File: src/rtl/pic_pkg.sv
// pic_pkg: definitions shared by the PIC blocks.
//   LTIM_EDGE / LTIM_LEVEL : trigger-mode encodings of the ltim input
//   NUM_IRQ_DEFAULT        : default number of request channels
//   lsb_idx()              : index of the lowest set bit of a 32-bit vector
//                            (0 when the vector is empty); channel 0 is the
//                            highest priority, so this is the priority encoder
package pic_pkg;

  localparam logic LTIM_EDGE  = 1'b0;
  localparam logic LTIM_LEVEL = 1'b1;

  localparam int NUM_IRQ_DEFAULT = 8;

  // Scan from the top down so the last hit written is the lowest set bit.
  function automatic logic [4:0] lsb_idx(input logic [31:0] vec);
    logic [4:0] idx;
    idx = 5'd0;
    for (int i = 31; i >= 0; i--) begin
      if (vec[i]) begin
        idx = 5'(i);
      end else begin
        idx = idx;
      end
    end
    return idx;
  endfunction

endpackage

File: src/rtl/pic_sync_bit.sv
// pic_sync_bit: STAGES-deep single-bit synchroniser for one asynchronous
// request line.
// Ports:
//   clk      in  block clock
//   reset_n  in  asynchronous active-low reset, clears every stage
//   d        in  asynchronous input
//   q        out synchronised output (last stage)
module pic_sync_bit
  import pic_pkg::*;
#(
  parameter int STAGES = 2
) (
  input  logic clk,
  input  logic reset_n,
  input  logic d,
  output logic q
);

  logic [STAGES-1:0] chain_r;

  // Shift the asynchronous input through the synchroniser chain.
  always_ff @(posedge clk or negedge reset_n) begin
    if (!reset_n) begin
      chain_r <= '0;
    end else begin
      chain_r <= {chain_r[STAGES-2:0], d};
    end
  end

  assign q = chain_r[STAGES-1];

endmodule

File: src/rtl/pic_irr_sync.sv
// pic_irr_sync: interrupt request register of the PIC.
// Synchronises NUM_IRQ request lines, captures them edge- or level-triggered
// (ltim), clears bits on acknowledge and reports the masked pending status
// together with the highest-priority (lowest-numbered) pending channel.
// Ports:
//   clk        in  block clock
//   reset_n    in  asynchronous active-low reset
//   ltim       in  1 = level-triggered, 0 = edge-triggered
//   ir         in  asynchronous request lines, bit i = IRi
//   imr        in  interrupt mask, 1 = masked (never alters irr)
//   ack_valid  in  single-cycle acknowledge strobe
//   ack_idx    in  channel being acknowledged
//   irr        out request register
//   int_req    out any unmasked bit pending
//   pend_idx   out lowest-numbered unmasked pending channel (0 if none)
//   pend_valid out pend_idx meaningful (same as int_req)
module pic_irr_sync
  import pic_pkg::*;
#(
  parameter int NUM_IRQ     = NUM_IRQ_DEFAULT,
  parameter int SYNC_STAGES = 2,
  parameter int IDX_W       = $clog2(NUM_IRQ)
) (
  input  logic               clk,
  input  logic               reset_n,
  input  logic               ltim,
  input  logic [NUM_IRQ-1:0] ir,
  input  logic [NUM_IRQ-1:0] imr,
  input  logic               ack_valid,
  input  logic [IDX_W-1:0]   ack_idx,
  output logic [NUM_IRQ-1:0] irr,
  output logic               int_req,
  output logic [IDX_W-1:0]   pend_idx,
  output logic               pend_valid
);

  logic [NUM_IRQ-1:0] sync_s;
  logic [NUM_IRQ-1:0] prev_r;
  logic               ltim_r;
  logic [NUM_IRQ-1:0] irr_r;
  logic [NUM_IRQ-1:0] irr_next_s;
  logic [NUM_IRQ-1:0] rise_s;
  logic [NUM_IRQ-1:0] ack_mask_s;
  logic [NUM_IRQ-1:0] masked_s;
  logic               mode_chg_s;

  for (genvar g = 0; g < NUM_IRQ; g++) begin : g_sync
    pic_sync_bit #(
      .STAGES (SYNC_STAGES)
    ) u_sync (
      .clk     (clk),
      .reset_n (reset_n),
      .d       (ir[g]),
      .q       (sync_s[g])
    );
  end

  // Next-state of the request register: edge detect, ack clear, mode change.
  always_comb begin
    rise_s     = sync_s & ~prev_r;
    mode_chg_s = (ltim != ltim_r);
    ack_mask_s = '0;
    irr_next_s = irr_r;
    // An out-of-range ack_idx matches no channel, so it is ignored for free.
    for (int i = 0; i < NUM_IRQ; i++) begin
      if (ack_valid && (ack_idx == IDX_W'(i))) begin
        ack_mask_s[i] = 1'b1;
      end else begin
        ack_mask_s[i] = 1'b0;
      end
    end
    if (mode_chg_s) begin
      // Drop everything and suppress sets; prev reloads from sync below so
      // the new mode cannot see a stale edge.
      irr_next_s = '0;
    end else if (ltim == LTIM_LEVEL) begin
      // Level mode follows the line: a high line wins over ack, a low line
      // clears regardless of ack.
      irr_next_s = sync_s;
    end else begin
      // Edge mode: sticky until ack; a coincident new edge wins over ack.
      irr_next_s = (irr_r & ~ack_mask_s) | rise_s;
    end
  end

  // State registers: edge-detect history, mode copy and request register.
  always_ff @(posedge clk or negedge reset_n) begin
    if (!reset_n) begin
      prev_r <= '0;
      ltim_r <= LTIM_EDGE;
      irr_r  <= '0;
    end else begin
      prev_r <= sync_s;
      ltim_r <= ltim;
      irr_r  <= irr_next_s;
    end
  end

  // Masked status and priority encode are combinational so a mask change
  // is seen by the resolver in the same cycle.
  always_comb begin
    masked_s   = irr_r & ~imr;
    int_req    = |masked_s;
    pend_valid = |masked_s;
    pend_idx   = IDX_W'(lsb_idx(32'(masked_s)));
  end

  assign irr = irr_r;

endmodule

File: config.mk
export PLATFORM = sky130hd
export DESIGN_NAME = pic_irr_sync
export DESIGN_NICKNAME = d
export VERILOG_FILES = /design/src/rtl/pic_pkg.sv /design/src/rtl/pic_sync_bit.sv /design/src/rtl/pic_irr_sync.sv
export SDC_FILE = /design/constraint.sdc
export NUM_CORES = 1
export LEC_CHECK = 0
export BUFFER_PORTS_ARGS = -buffer_cell sky130_fd_sc_hd__clkbuf_2
export CAP_MARGIN = 20
export CELL_PAD_IN_SITES_DETAIL_PLACEMENT = 0
export CELL_PAD_IN_SITES_GLOBAL_PLACEMENT = 1
export CORE_MARGIN = 4
export CORE_UTILIZATION = 28
export CTS_CLUSTER_SIZE = 10
export DETAILED_ROUTE_END_ITERATION = 6
export GPL_TIMING_DRIVEN = 0
export PLACE_DENSITY_LB_ADDON = 0.08
export SYNTH_ARGS = -nofsm -noshare
export SYNTH_HDL_FRONTEND = slang
export SYNTH_SLANG_ARGS = --single-unit
File: constraint.sdc
create_clock -name clk -period 2.5 [get_ports clk]
set_input_delay 0.5 -clock clk [delete_from_list [all_inputs] [get_ports clk]]
set_output_delay 0.5 -clock clk [all_outputs]
set_load 0.02 [all_outputs]
**Word-level counts from Yosys, hierarchy flattened**

Cells that the tools add are included.

- Equal/unequal tests: 8
- Multiplexer cells: 18
- Bitwise operators: 7
- Reduce and logical (&&, ||, !) cells: 10

Operators with widths:

| kind | count |
|---|---|
| 8-bit AND | 3 |
| 3-bit two-way mux | 8 |
| 8-bit NOT | 3 |
| 8-bit two-way mux | 2 |
| 3-bit == test, second input constant | 4 |
| 1-bit logical AND | 8 |
| 1-bit two-way mux | 8 |
| 8-bit bitwise OR | 1 |
| 8-bit OR reduction | 1 |
| 3-bit by 2-bit == test with 1-bit output, second input constant | 2 |
| 3-bit by 1-bit == test with 1-bit output, second input constant | 1 |
| 3-bit logical NOT | 1 |
| 1-bit inequality test | 1 |

- Register bits: 33
- Output and inout port bits: 13
- Word-level logic and storage cells: 54

**Logic depth before layout (Yosys ltp)**

Gate-level depths: netlist of the first run.

- Depth after elaboration: 10
- Depth in mapped cells: 4
- Gate-level depth less buffers: 3

**Modules after synthesis**

Synthesis of the first run repeated with hierarchy kept, for this count alone.

- Cell total of the unflattened synthesis: 101
- Area total of the unflattened synthesis: 1,244.9 um^2

By module, submodules not included:

| module | instances | cells each | area an instance (um^2) | sequential area each (um^2) |
|---|---|---|---|---|
| pic_irr_sync | 1 | 85 | 844.6 | 425.4 |
| pic_sync_bit | 8 | 2 | 50.0 | 50.0 |

**Worst setup path before layout of the first run**

Ideal clock, no wire load.

- Path type: reg2out
- Start point: register irr_r[7] (netlist: irr[7])
- End point: output pend_valid
- Arrival: 1,556 ps
- Required time: 2,000 ps
- Slack: 444 ps
- Stages on the path, launching flop included: 5
- Path buffers: 1
- Cells stage by stage: dfrtp_1 > nor2b_1 > a2111oi_2 > nand4b_1 > buf_4

- Cells in the longest elaborated chain, start to end: 2

Ends and longest elaborated chain:

| what | RTL line | text |
|---|---|---|
| start: declaration | pic_irr_sync.sv:40 | `logic [NUM_IRQ-1:0] irr_r;` |
| start signal: assignment | pic_irr_sync.sv:95 | `irr_r <= irr_next_s;` |
| 8-bit AND | pic_irr_sync.sv:102 | `masked_s = irr_r & ~imr;` |
| 8-bit OR reduction | -- |  |
| end: declaration | pic_irr_sync.sv:34 | `output logic pend_valid` |

Every way passes these cells.

**Worst setup path in the final report of the first run**

- Start point: register irr_r[7] (netlist: irr[7])
- End point: output pend_valid

- Cells in the longest elaborated chain, start to end: 2

Ends and longest elaborated chain:

| what | RTL line | text |
|---|---|---|
| 8-bit AND | pic_irr_sync.sv:102 |  |
| 8-bit OR reduction | pic_irr_sync.sv:104 | `pend_valid = \|masked_s;` |

Every way passes these cells.

==> flow_metrics.env, run 1 <==
export IMPL_status="finished clean"
export IMPL_setup_violations=0
export IMPL_clk_path_buf_depth=2
export IMPL_netlist_area_leader_share=0.6647
export IMPL_overflow=0
export IMPL_clk_latency_ps=280
export IMPL_slowest_delay_ps=430
export IMPL_h_tree_depth=2
export IMPL_multi_input_area_um2=386.6
export IMPL_synth_net_count=124
export IMPL_p_per_area_nw_per_um2=702.3
export IMPL_endpoint="pend_valid"
export IMPL_cts_tree="done"
export IMPL_crit_required_ps=2000
export IMPL_cts_resized=0
export IMPL_avgRoutedWirePerCell_um=13.63
export IMPL_ir_drop_mv=0.3505
export IMPL_critPathLaunchType="register"
export IMPL_relSlewSlack=0.4589
export IMPL_dieWidth_um=74.61
export IMPL_yosysWarnings=0
export IMPL_worstMarginPinSlew_ps=811.7
export IMPL_num_fill_cells=436
export IMPL_gp_congestion=0.7905
export IMPL_drive_gt1_frac=0.3056
export IMPL_cpLargestDelayFamily="compound AO/OA/AOI/OAI gates"
export IMPL_num_rows=23
export IMPL_coreArea_um2=4144
export IMPL_grtUsageMet2=0.1444
export IMPL_fmax_mhz=439.2
export IMPL_drt_total_wl_mm=2.645
export IMPL_dp_hpwl_mm=1.987
export IMPL_worstSetupPathDepth=5
export IMPL_cts_root_buf="clkbuf_8"
export IMPL_slowest_stage="a2111oi_2"
export IMPL_die_area_um2=5567
export IMPL_via_per_inst=4.588
export IMPL_setup_slack_ps=223.4
export IMPL_rsz0062_at_grt="false"
export IMPL_grt_max_degree=34
export IMPL_finClkSkew_ps=6.594
export IMPL_seq_area_frac_synth=0.6647
export IMPL_antenna_found_initial=0
export IMPL_drcViolationCount=0
export IMPL_layout_common_cells="35 x clkbuf_2, 33 x dfrtp_1, 11 x nor2b_1"
export IMPL_dr_pass1_iters=4
export IMPL_worstSetupPathType="register to output port"
export IMPL_insertedDiodeCount=0
export IMPL_track_usage=0.1085
export IMPL_critPathLaunch="irr[7]"
export IMPL_grt_busiest_layer="met1"
export IMPL_cts_sinks=33
export IMPL_syn_to_final_growth_pct=25.78
export IMPL_grt_pass1_vias=888
export IMPL_num_vias=890
export IMPL_hold_class="input pin to async pin"
export IMPL_synth_distinct_cells=28
export IMPL_start_util=0.2998
export IMPL_ys_seq_elements=33
export IMPL_p_leak_uw=0.0007238
export IMPL_syn_area_per_cell_um2=12.30
export IMPL_layout_commonest_cell="clkbuf_2"
export IMPL_ant_nets=0
export IMPL_tns_ps=0
export IMPL_die_h_um=74.61
export IMPL_hold_buffers=0
export IMPL_cts_setup_buffers=0
export IMPL_seqCellArea_um2=825.8
export IMPL_r2r_start="ltim_r"
export IMPL_min_period_ps=2277
export IMPL_finalNetCount=166
export IMPL_synth_top_area_cell="dfrtp_1"
export IMPL_synthTopCellsByArea="dfrtp_1 66%, nor2b_1 5.5%, a21oi_1 2.8%"
export IMPL_cts_buffers=5
export IMPL_met3_usage=0.04406
export IMPL_ioPinCount=36
export IMPL_use_met1=0.1496
export IMPL_drt_iter0_drc=28
export IMPL_clkTransAtPathRegs_ps=70
export IMPL_reg2reg_slack_ps=1230
export IMPL_path_cells="nor2b_1 -> a2111oi_2 -> nand4b_1 -> buf_4 -> clkbuf_2"
export IMPL_io_buffers=35
export IMPL_final_max_slew_viol_count=0
export IMPL_critPathMaxFanout=3
export IMPL_finalHoldViolCount=0
export IMPL_fin_crit_sh=0.9107
export IMPL_r2r_end="irr[5]"
export IMPL_syn_instance_count=101
export IMPL_cp_arrival_ps=1780
export IMPL_path_buf_inv=2
export IMPL_synthesis_area_um2=1242
export IMPL_grt_pass1_wl_mm=4.340
export IMPL_drv_cap=0
export IMPL_reg2reg_depth=4
export IMPL_pre_cts_slack_ps=408.6
export IMPL_crit_path_end_kind="output port"
-- sequential cells by signal (all words and copies together) (netlist names) --
register,cells
g_sync.u_sync.chain_r,16
irr,8
ltim_r,1
prev_r,8
-- cell type report --
type | count | share of cell area
Sequential cell | 33 | 0.5284
Timing Repair Buffer | 35 | 0.1121
Inverter | 4 | 0.009608
Clock inverter | 2 | 0.006405
Tap cell | 50 | 0.04003
Multi-Input combinational cell | 61 | 0.2474
Clock buffer | 6 | 0.04644
Buffer | 3 | 0.009608
-- metrics by stage --
stage | cell area [um^2] | hold slack, ps | total power [uW] | instances | util
floorplan | 1242 | 204.4 | 668.8 | 101 | -
global placement | 1480 | 331.8 | 736.4 | 186 | 0.3572
detailed placement | 1480 | 334.7 | 740.6 | 186 | 0.3572
CTS | 1563 | 306.2 | 1123 | 194 | 0.3771
global route | 1563 | 306.3 | 1160 | 194 | 0.3771
finish | 1563 | 297.7 | 1098 | 194 | 0.3771
-- metal layers --
metal / vias to the layer above / share of wire
li1: 440 / -
met1: 412 / 0.47
met2: 32 / 0.42
met3: 6 / 0.093
met4: 0 / 0.022
met5: - / 0
-- cell usage after synthesis (all sizes together) --
library cell / n
nor2b: 11
a22o: 1
inv: 4
nand4b: 4
nor4: 1
nor2: 1
clkbuf: 2
o22ai: 1
nor4bb: 1
nand2: 8
o21ai: 7
a21oi: 7
or2: 1
nand4bb: 2
nand4: 1
nand2b: 5
a2111oi: 1
or4b: 1
a32o: 1
o211ai: 1
o21bai: 1
a31oi: 1
nand3: 2
buf: 1
and2: 1
dfrtp: 33
o221ai: 1
-- power by group --
group | switching (uW) | internal [uW] | total, uW
clock network | 178 | 192 | 370
registers | 17.2 | 564 | 581
logic | 87.4 | 58.4 | 146
-- worst min-delay path by stage --
stage / start / end / slack [ps]
floorplan: reset_n / g_sync[0].u_sync.chain_r[0] / 200
global placement: g_sync[3].u_sync.chain_r[0] / g_sync[3].u_sync.chain_r[1] / 330
detailed placement: g_sync[0].u_sync.chain_r[0] / g_sync[0].u_sync.chain_r[1] / 330
CTS: ir[0] / g_sync[0].u_sync.chain_r[0] / 310
global route: ir[3] / g_sync[3].u_sync.chain_r[0] / 310
finish: reset_n / irr[5] / 300
-- logic make-up after synthesis --
logic type | count (synthesis) | synth area share
simple gates | 39 | 0.1984
buf+inv | 7 | 0.02417
compound gates | 22 | 0.1128
flops | 33 | 0.6647
-- worst reg2reg max path, stage by stage, from the launching register on --
cell and delay, ps:
dfrtp_1 380, and2_0 150, clkbuf_1 220, o21bai_1 220, a32o_1 200
(Power assumes the default switching activity.)
==> run 2, diff against run 1 <==
REMOVE_ABC_BUFFERS = 1   (was not set)
SLEW_MARGIN = 20   (was not set)
clock period = 2.6 ns   (was 2.5 ns; I/O delays follow)
==> run 2 against run 1 <==
Against the previous run:
- non-clock buffer count is 3 lower
- sequential power decreased by 3.6%
- die area stayed put
- critical path depth down 1
- routed wire length down 0.23%
==> flow_metrics.env, run 2 (synthesis gave the netlist of run 1 again) <==
export IMPL_grt_pass1_wl_mm=4.429
export IMPL_worstMarginPinSlew_ps=811.1
export IMPL_setup_slack_ps=482.0
export IMPL_num_rows=23
export IMPL_dr_pass1_iters=4
export IMPL_design_area_um2=1567
export IMPL_regMostFlops="g_sync.u_sync.chain_r"
export IMPL_critPathLaunch="irr[7]"
export IMPL_worstSetupPathType="register to output port"
export IMPL_clk_path_buf_depth=2
export IMPL_die_area_um2=5567
export IMPL_cts_resized=0
export IMPL_fin_crit_sh=0.8146
export IMPL_die_h_um=74.61
export IMPL_h_tree_depth=2
export IMPL_layout_commonest_cell="clkbuf_2"
export IMPL_layout_common_cells="35 x clkbuf_2, 33 x dfrtp_1, 11 x nor2b_1"
export IMPL_r2r_end="irr[5]"
export IMPL_cts_setup_buffers=0
export IMPL_coreArea_um2=4144
export IMPL_endpoint="int_req"
export IMPL_track_usage=0.1116
export IMPL_r2r_start="ltim_r"
export IMPL_rsz0062_at_grt="false"
export IMPL_status="finished clean"
export IMPL_dp_hpwl_mm=1.948
export IMPL_io_buffers=35
export IMPL_fin_cells=191
export IMPL_hold_buffers=0
export IMPL_critPathMaxFanout=3
export IMPL_clk_latency_ps=280
export IMPL_pre_cts_slack_ps=661.9
export IMPL_ant_nets=0
export IMPL_drt_total_wl_mm=2.639
export IMPL_crit_required_ps=2080
export IMPL_critPathLaunchType="register"
export IMPL_clkTransAtPathRegs_ps=70
export IMPL_cts_root_buf="clkbuf_8"
export IMPL_tns_ps=0
export IMPL_finalHoldViolCount=0
export IMPL_largest_reg_flops=16
export IMPL_via_per_inst=4.613
export IMPL_final_max_slew_viol_count=0
export IMPL_drt_iter0_drc=38
export IMPL_setup_violations=0
export IMPL_antenna_found_initial=0
export IMPL_grt_max_degree=34
export IMPL_relSlewSlack=0.4593
export IMPL_hold_class="input pin to async pin"
export IMPL_gp_congestion=0.7663
export IMPL_reg2reg_depth=3
export IMPL_reg2reg_slack_ps=1310
export IMPL_dieWidth_um=74.61
export IMPL_num_vias=881
export IMPL_min_period_ps=2118
export IMPL_crit_path_end_kind="output port"
export IMPL_insertedDiodeCount=0
export IMPL_cts_tree="done"
export IMPL_ioPinCount=36
export IMPL_cts_sinks=33
export IMPL_post_place_cells=183
export IMPL_drive_gt1_frac=0.3121
export IMPL_ir_drop_mv=0.3125
export IMPL_start_util=0.2998
export IMPL_holdWs_ps=320.2
export IMPL_p_per_area_nw_per_um2=709.1
export IMPL_syn_to_final_growth_pct=26.08
export IMPL_finClkSkew_ps=2.708
export IMPL_cp_arrival_ps=1600
export IMPL_grt_pass1_vias=898
export IMPL_drcViolationCount=0
export IMPL_overflow=0
export IMPL_fmax_mhz=472.2
export IMPL_avgRoutedWirePerCell_um=13.82
export IMPL_num_fill_cells=433
export IMPL_finalNetCount=163
export IMPL_drv_cap=0
export IMPL_cts_buffers=5
export IMPL_dpl_cell_area_um2=1465
export IMPL_p_leak_uw=0.0007260
-- run 2: changes by cell type in the layout (fill, tap and decap cells not counted) --
cell	previous run	this run
clkbuf_8	5	7
clkinv_2	2	1
clkbuf_1	3	0
buf_4	1	0
-- run 2: per-stage QoR --
| step | utilization | power (uW) |
|---|---|---|
| floorplan | - | 638.6 |
| global placement | 0.3536 | 702.3 |
| detailed placement | 0.3536 | 706.3 |
| CTS | 0.3780 | 1133 |
| global route | 0.3780 | 1176 |
| finish | 0.3780 | 1111 |
-- run 2: power breakdown --
group	internal, uW	switching, uW	leakage (uW)
combinational	52.5	81.3	0.000276
sequential	542	17.2	0.000396
clock	239	178	0.0000542
-- run 2: layout make-up --
class,instances,area (um^2),share of cell area
Sequential cell,33,825.8,0.5272
Multi-Input combinational cell,61,386.6,0.2468
Timing Repair Buffer,35,175.2,0.1118
Clock buffer,7,96.34,0.06150
Tap cell,50,62.56,0.03994
Inverter,4,15.01,0.009585
Clock inverter,1,5.005,0.003195
-- run 2: worst min path at each step --
stage,from,end,slack (ps),depth (start not counted)
floorplan,reset_n,g_sync[0].u_sync.chain_r[0],220,0
global placement,g_sync[3].u_sync.chain_r[0],g_sync[3].u_sync.chain_r[1],330,0
detailed placement,g_sync[7].u_sync.chain_r[0],g_sync[7].u_sync.chain_r[1],340,0
CTS,ir[4],g_sync[4].u_sync.chain_r[0],330,1
global route,ir[6],g_sync[6].u_sync.chain_r[0],320,1
finish,reset_n,irr[4],320,1
-- run 2: worst max-delay path, cell delays in order, from the launching register on --
cell       delay, ps
dfrtp_1          400
nor2b_1          170
a2111oi_2        400
nand4b_1         160
clkbuf_2         180
-- run 2: routing by layer --
layer | GRT usage | routed length, um
met5 | 0 | 0
met4 | 0.05929 | 62
met3 | 0.04272 | 235
met2 | 0.1580 | 1094
met1 | 0.1478 | 1245
